--- src/rtl/microsequencer_pkg.sv ---
// Shared control-unit definitions for the microsequencer and the microstore.
// Holds the sequencing-action and condition-source encodings, the state-number
// geometry, and the bit positions of the sequencing fields in the 38-bit
// control word.
package microsequencer_pkg;

  localparam int unsigned CuStateW     = 10;
  localparam int unsigned CuNumStates  = 50;
  localparam int unsigned CuStackDepth = 4;

  // Control-word layout for the sequencing fields.
  localparam int unsigned CwWidth      = 38;
  localparam int unsigned CwNsSelLsb   = 0;   // 3 bits
  localparam int unsigned CwCondSelLsb = 3;   // 2 bits
  localparam int unsigned CwCondInvBit = 5;   // 1 bit
  localparam int unsigned CwCrAddrLsb  = 6;   // CuStateW bits

  typedef enum logic [2:0] {
    NsFetch  = 3'd0,
    NsInc    = 3'd1,
    NsJump   = 3'd2,
    NsDecode = 3'd3,
    NsBranch = 3'd4,
    NsWait   = 3'd5,
    NsCall   = 3'd6,
    NsReturn = 3'd7
  } ns_sel_e;

  typedef enum logic [1:0] {
    CondMoc  = 2'd0,
    CondTrue = 2'd1,
    CondIrq  = 2'd2,
    CondOne  = 2'd3
  } cond_sel_e;

endpackage

--- src/rtl/usq_return_stack.sv ---
// Micro-subroutine return stack: LIFO of Depth entries, each Width bits.
// Ports:
//   clk, reset      clock, synchronous active-low reset (clears occupancy only)
//   push, pop       requests; push on full and pop on empty are ignored
//   push_data       value pushed
//   top_data        most recently pushed entry (undefined when empty)
//   full, empty     occupancy status
//   depth           number of occupied entries
module usq_return_stack #(
  parameter int unsigned Depth = 4,
  parameter int unsigned Width = 10
) (
  input  logic             clk,
  input  logic             reset,
  input  logic             push,
  input  logic             pop,
  input  logic [Width-1:0] push_data,
  output logic [Width-1:0] top_data,
  output logic             full,
  output logic             empty,
  output logic [2:0]       depth
);

  localparam int unsigned AddrW = (Depth > 1) ? $clog2(Depth) : 1;

  logic [Width-1:0] mem_q [Depth];
  logic [2:0]       count_q;
  logic [AddrW-1:0] wr_idx;
  logic [AddrW-1:0] rd_idx;

  assign full     = (count_q == 3'(Depth));
  assign empty    = (count_q == 3'd0);
  assign wr_idx   = AddrW'(count_q);
  assign rd_idx   = AddrW'(count_q - 3'd1);
  assign top_data = mem_q[rd_idx];
  assign depth    = count_q;

  // Entry contents are don't-care after reset, so storage has no reset.
  always_ff @(posedge clk) begin
    if (push && !full) begin
      mem_q[wr_idx] <= push_data;
    end
  end

  always_ff @(posedge clk) begin
    if (!reset) begin
      count_q <= 3'd0;
    end else if (push && !full) begin
      count_q <= count_q + 3'd1;
    end else if (pop && !empty) begin
      count_q <= count_q - 3'd1;
    end
  end

endmodule

--- src/rtl/microsequencer.sv ---
// Next-state generator for the hardwired-microprogram control unit.
// Owns the registered state number feeding the microstore and selects the
// following state from the control word's sequencing fields, the decoder
// entry state and the condition inputs. Includes a return stack for
// micro-subroutines.
// Ports:
//   clk, reset        clock, synchronous active-low reset
//   ns_sel            sequencing action (ns_sel_e)
//   cond_sel,cond_inv condition source (cond_sel_e) and inversion
//   cr_addr           target state from the control word
//   decode_state      entry state from the instruction decoder
//   moc,cond_true,irq condition inputs
//   stall             freezes state, stack and flags
//   next_state        registered current state
//   stack_depth       occupied return-stack entries
//   stack_err         sticky: push on full or pop on empty
//   range_err         sticky: out-of-range target redirected to 0
module microsequencer
  import microsequencer_pkg::*;
#(
  parameter int unsigned STATE_W     = CuStateW,
  parameter int unsigned NUM_STATES  = CuNumStates,
  parameter int unsigned STACK_DEPTH = CuStackDepth
) (
  input  logic               clk,
  input  logic               reset,
  input  logic [2:0]         ns_sel,
  input  logic [1:0]         cond_sel,
  input  logic               cond_inv,
  input  logic [STATE_W-1:0] cr_addr,
  input  logic [STATE_W-1:0] decode_state,
  input  logic               moc,
  input  logic               cond_true,
  input  logic               irq,
  input  logic               stall,
  output logic [STATE_W-1:0] next_state,
  output logic [2:0]         stack_depth,
  output logic               stack_err,
  output logic               range_err
);

  localparam logic [STATE_W-1:0] NumStatesW = STATE_W'(NUM_STATES);

  logic [STATE_W-1:0] state_q, state_d;
  logic [STATE_W-1:0] state_inc;
  logic [STATE_W-1:0] target;
  logic [STATE_W-1:0] stack_top;
  logic               cond_raw, cond;
  logic               push_req, pop_req;
  logic               stack_full, stack_empty;
  logic               stack_err_set, range_err_set;
  logic               stack_err_q, range_err_q;

  assign state_inc = state_q + STATE_W'(1);

  always_comb begin
    cond_raw = 1'b0;
    unique case (cond_sel_e'(cond_sel))
      CondMoc:  cond_raw = moc;
      CondTrue: cond_raw = cond_true;
      CondIrq:  cond_raw = irq;
      CondOne:  cond_raw = 1'b1;
    endcase
    cond = cond_raw ^ cond_inv;
  end

  always_comb begin
    target        = state_inc;
    push_req      = 1'b0;
    pop_req       = 1'b0;
    stack_err_set = 1'b0;
    unique case (ns_sel_e'(ns_sel))
      NsFetch:  target = '0;
      NsInc:    target = state_inc;
      NsJump:   target = cr_addr;
      NsDecode: target = decode_state;
      NsBranch: target = cond ? cr_addr : state_inc;
      NsWait:   target = cond ? state_inc : state_q;
      NsCall: begin
        // The jump is taken even when the return address cannot be saved.
        target = cr_addr;
        if (stack_full) stack_err_set = 1'b1;
        else            push_req      = 1'b1;
      end
      NsReturn: begin
        if (stack_empty) begin
          target        = '0;
          stack_err_set = 1'b1;
        end else begin
          target  = stack_top;
          pop_req = 1'b1;
        end
      end
    endcase

    // Every computed target, including popped values and S+1, is range checked.
    range_err_set = 1'b0;
    state_d       = target;
    if (target >= NumStatesW) begin
      state_d       = '0;
      range_err_set = 1'b1;
    end
  end

  always_ff @(posedge clk) begin
    if (!reset) begin
      state_q     <= '0;
      stack_err_q <= 1'b0;
      range_err_q <= 1'b0;
    end else if (!stall) begin
      state_q     <= state_d;
      stack_err_q <= stack_err_q | stack_err_set;
      range_err_q <= range_err_q | range_err_set;
    end
  end

  usq_return_stack #(
    .Depth (STACK_DEPTH),
    .Width (STATE_W)
  ) u_stack (
    .clk       (clk),
    .reset     (reset),
    .push      (push_req & ~stall),
    .pop       (pop_req & ~stall),
    .push_data (state_inc),
    .top_data  (stack_top),
    .full      (stack_full),
    .empty     (stack_empty),
    .depth     (stack_depth)
  );

  assign next_state = state_q;
  assign stack_err  = stack_err_q;
  assign range_err  = range_err_q;

endmodule

--- config.mk ---
export PLATFORM = sky130hd
export DESIGN_NAME = microsequencer
export DESIGN_NICKNAME = d
export VERILOG_FILES = /design/src/rtl/microsequencer_pkg.sv /design/src/rtl/usq_return_stack.sv /design/src/rtl/microsequencer.sv
export SDC_FILE = /design/constraint.sdc
export NUM_CORES = 1
export LEC_CHECK = 0
export ABC_AREA = 1
export BUFFER_PORTS_ARGS = -buffer_cell sky130_fd_sc_hd__buf_2
export CORE_MARGIN = 2
export CORE_UTILIZATION = 35
export DETAILED_ROUTE_END_ITERATION = 10
export PLACE_DENSITY = 0.54
export SYNTH_ARGS = -nofsm -noshare
export SYNTH_HDL_FRONTEND = slang
export SYNTH_HIERARCHICAL = 1
export SYNTH_SLANG_ARGS = --single-unit
--- constraint.sdc ---
create_clock -name clk -period 2.7 [get_ports clk]
set_input_delay 0.405 -clock clk [delete_from_list [all_inputs] [get_ports clk]]
set_output_delay 0.405 -clock clk [all_outputs]
set_load 0.02 [all_outputs]
==> results.toml <==
[placed_design]
placed_cells = 516
io_buffer_count = 46
hpwl_um = 6020
post-place-ws_ns = 0.224
placed_cell_area_sq_um = 3390
gp_congestion = 0.820

[routing]
drc = 0
wl_met2_um = 3700
route.met3.wl_um = 352
wire_per_inst_um = 15.1
via_count = 2680
m1WireLength_um = 3780
dr.first_iter.drc_count = 124
drtPass1Iterations = 4
viasPerCell = 5.11
maxUsedRoutingLayer = "met4"
drt-total-wl_um = 7920
ant_nets = 0

[clock_tree]
htree_num_levels = 2
root_buffer = "clkbuf_8"
clock_path_buffers = 2
cts_tree = "built"
clk_latency_ns = 0.31
cts_buffers = 5
clock_sinks = 55
clkTransAtPathRegs_ns = 0.10
ctsHoldBuffers = 0

[sta]
maxSlewViolCount = 0
finalSetupTns_ns = 0
rsz0062_at_grt = "false"
fin_crit_sh_pct = 88.2
fin_crit_ns = 2.38
relSlewSlack_pct = 57.8
max_freq_ghz = 0.420
setup_violations = 0
skew_ns = 0.0124
worst_slack_ns = 0.319
whs_ns = 0.416
hold_viol = 0
worst_slew_pin_slew_ns = 0.631

[cells_and_area]
stdcell_count = 524
area_growth_pct = 17.1
fin_area_sq_um = 3510
diodes = 0
fin_util_pct = 42.5
drive_gt1_share_pct = 22.0
layout.nets = 457

[logic_synthesis]
synth.avg_cell_area_sq_um = 8.26
synth_edf_count = 40
yosys-top-cells-count = "64 x nand2_1, 57 x nor2_1, 40 x edfxtp_1, 35 x nand3_1, 33 x inv_1"
synthArstFlopShare_pct = 0
syn-cell-area_sq_um = 3000
yosysTopAreaCell = "edfxtp_1"
syn_nets = 402
yosys_warnings = 6
yosys_most_used_dff = "edfxtp_1"
synth_most_common_cell = "nand2_1"
synth_seq_cells = 55
ys_seq_area_share_pct = 50.1
synth.area.top_cells = "edfxtp_1 40%, dfxtp_1 10%, nand2_1 8.0%"
ys_types = 35
netlist.area_leader.share_pct = 40.1
synthCells = 363

[critical_path]
crit_family = "simple AND/OR/NAND/NOR gates"
worstSetupPathType = "flip-flop to flip-flop"
r2r-end = "next_state[1]$_SDFFE_PN0N_"
r2r_slack_ns = 0.32
r2r-start = "u_stack/depth[1]$_SDFFE_PN0P_"
cp_max_fo = 10
critical_path_arrival_ns = 2.64
required_ns = 2.96
cp_num_buf_inv = 4
ff2ff_path_depth = 16
crit_path_start_kind = "flip-flop"
endpoint_kind = "flip-flop"
cpMaxStageDelayCell = "dfxtp_2"
crit_path_max_incr_delay_ns = 0.37
crit_start = "u_stack/depth[1]$_SDFFE_PN0P_"
crit_chain = "inv_1 -> ha_1 -> buf_4 -> o21ai_0 -> o22ai_1 -> nor4_2 -> nor2_1 -> nor2_1 -> o21ai_0 -> nor2_1 -> nand2_1 -> inv_2 -> nand2_1 -> nand2_1 -> inv_2 -> nor2_2"

[worst_hold_path]
min_path_type = "input pin to flip-flop"
hold_start = "reset"
hold_end = "u_stack/depth[0]$_SDFFE_PN0P_"
min_path_cells = 3

[floorplanning]
die_y_um = 96.6
core_sq_um = 8260
start_util_pct = 36.3
pin_count = 47
core.rowCount = 33
die_w_um = 96.6
fp.dieArea_sq_um = 9330

[grt]
grt_pass1_wl_um = 12600
grt_max_degree = 25
antenna_found_initial = 0
grt-ovfl-total = 0
track_usage_pct = 18.0
grt_pass1_vias = 2454

[power_and_ir_drop]
p_per_area_nw_per_um2 = 499
p_total_mw = 1.75
leakagePower_nw = 1.50
vdd_ir_drop_max_mv = 0.243

[status]
status = "completed"

[run]
drv_cap = 0
-- state kept, by name (all words and copies together), names as in the netlist --
name and count:
range_err 1, u_stack/depth 3, u_stack/mem_q 40, stack_err 1, next_state 10
-- cells in the final DEF, fill, tap and decap left out, drive strengths merged, types with 5 or more instances in the layout --
| cell type | count |
|---|---|
| edfxtp | 40 |
| nand3 | 36 |
| a21oi | 10 |
| nor2 | 65 |
| buf | 54 |
| ha | 7 |
| o22ai | 10 |
| nor3 | 5 |
| nand2 | 70 |
| o211ai | 5 |
| dfxtp | 15 |
| o21ai | 31 |
| clkbuf | 5 |
| inv | 45 |
-- worst max path at each step --
stage          cells after the start                             to  slack (ns)
3_3_place_gp                      16     next_state[2]$_SDFFE_PN0N_        0.26
2_1_floorplan                      8  u_stack/mem_q[1][0]$_DFFE_PP_        0.06
4_1_cts                           16     next_state[1]$_SDFFE_PN0N_        0.19
3_5_place_dp                      16     next_state[1]$_SDFFE_PN0N_        0.22
5_1_grt                           16     next_state[2]$_SDFFE_PN0N_        0.05
6_report                          16     next_state[1]$_SDFFE_PN0N_        0.32
-- cells by family after synthesis --
kind of cell | count (synthesis) | synth area share, %
and+or+nand+nor | 185 | 27.9
adders and majority gates | 7 | 2.92
DFF | 55 | 50.1
buffers and inverters | 52 | 6.80
AOI/OAI and AO/OA | 62 | 11.7
xor gates and xnor gates | 2 | 0.584
-- layout make-up --
| cell class | instances | area (sq um) |
|---|---|---|
| clock buffer | 5 | 68.8 |
| clock inverter | 3 | 47.5 |
| fill | 867 | 4740 |
| inverter | 46 | 173 |
| multi-input combinational | 256 | 1300 |
| sequential | 55 | 1500 |
| tap | 105 | 131 |
| timing repair buffer | 54 | 290 |
-- repair_timing --
| action | CTS | global route |
|---|---|---|
| buffers inserted | 0 | 0 |
| endpoints found under the hold margin | 0 | 0 |
| gates resized for setup | 0 | 2 |
| endpoints found under the setup margin | 0 | 6 |
-- power breakdown --
group	switching, mW	internal, mW	leakage (nW)
Sequential	0.0154	0.916	0.497
Clock	0.283	0.282	0.0587
Combinational	0.170	0.0869	0.946
Total	0.468	1.28	1.50
-- routing by layer --
| layer | global-route usage [%] | vias up |
|---|---|---|
| met4 | 3.64 | 0 |
| met3 | 2.72 | 10 |
| met2 | 28.9 | 69 |
| met1 | 26.0 | 1258 |
| li1 | - | 1343 |
| met5 | 0 | - |
-- worst min-delay path, cell delays in order --
cell and delay, ns:
buf_2 0.17, nand2_1 0.09, nor2_1 0.03
No activity file was read; power rests on OpenSTA's default activity.
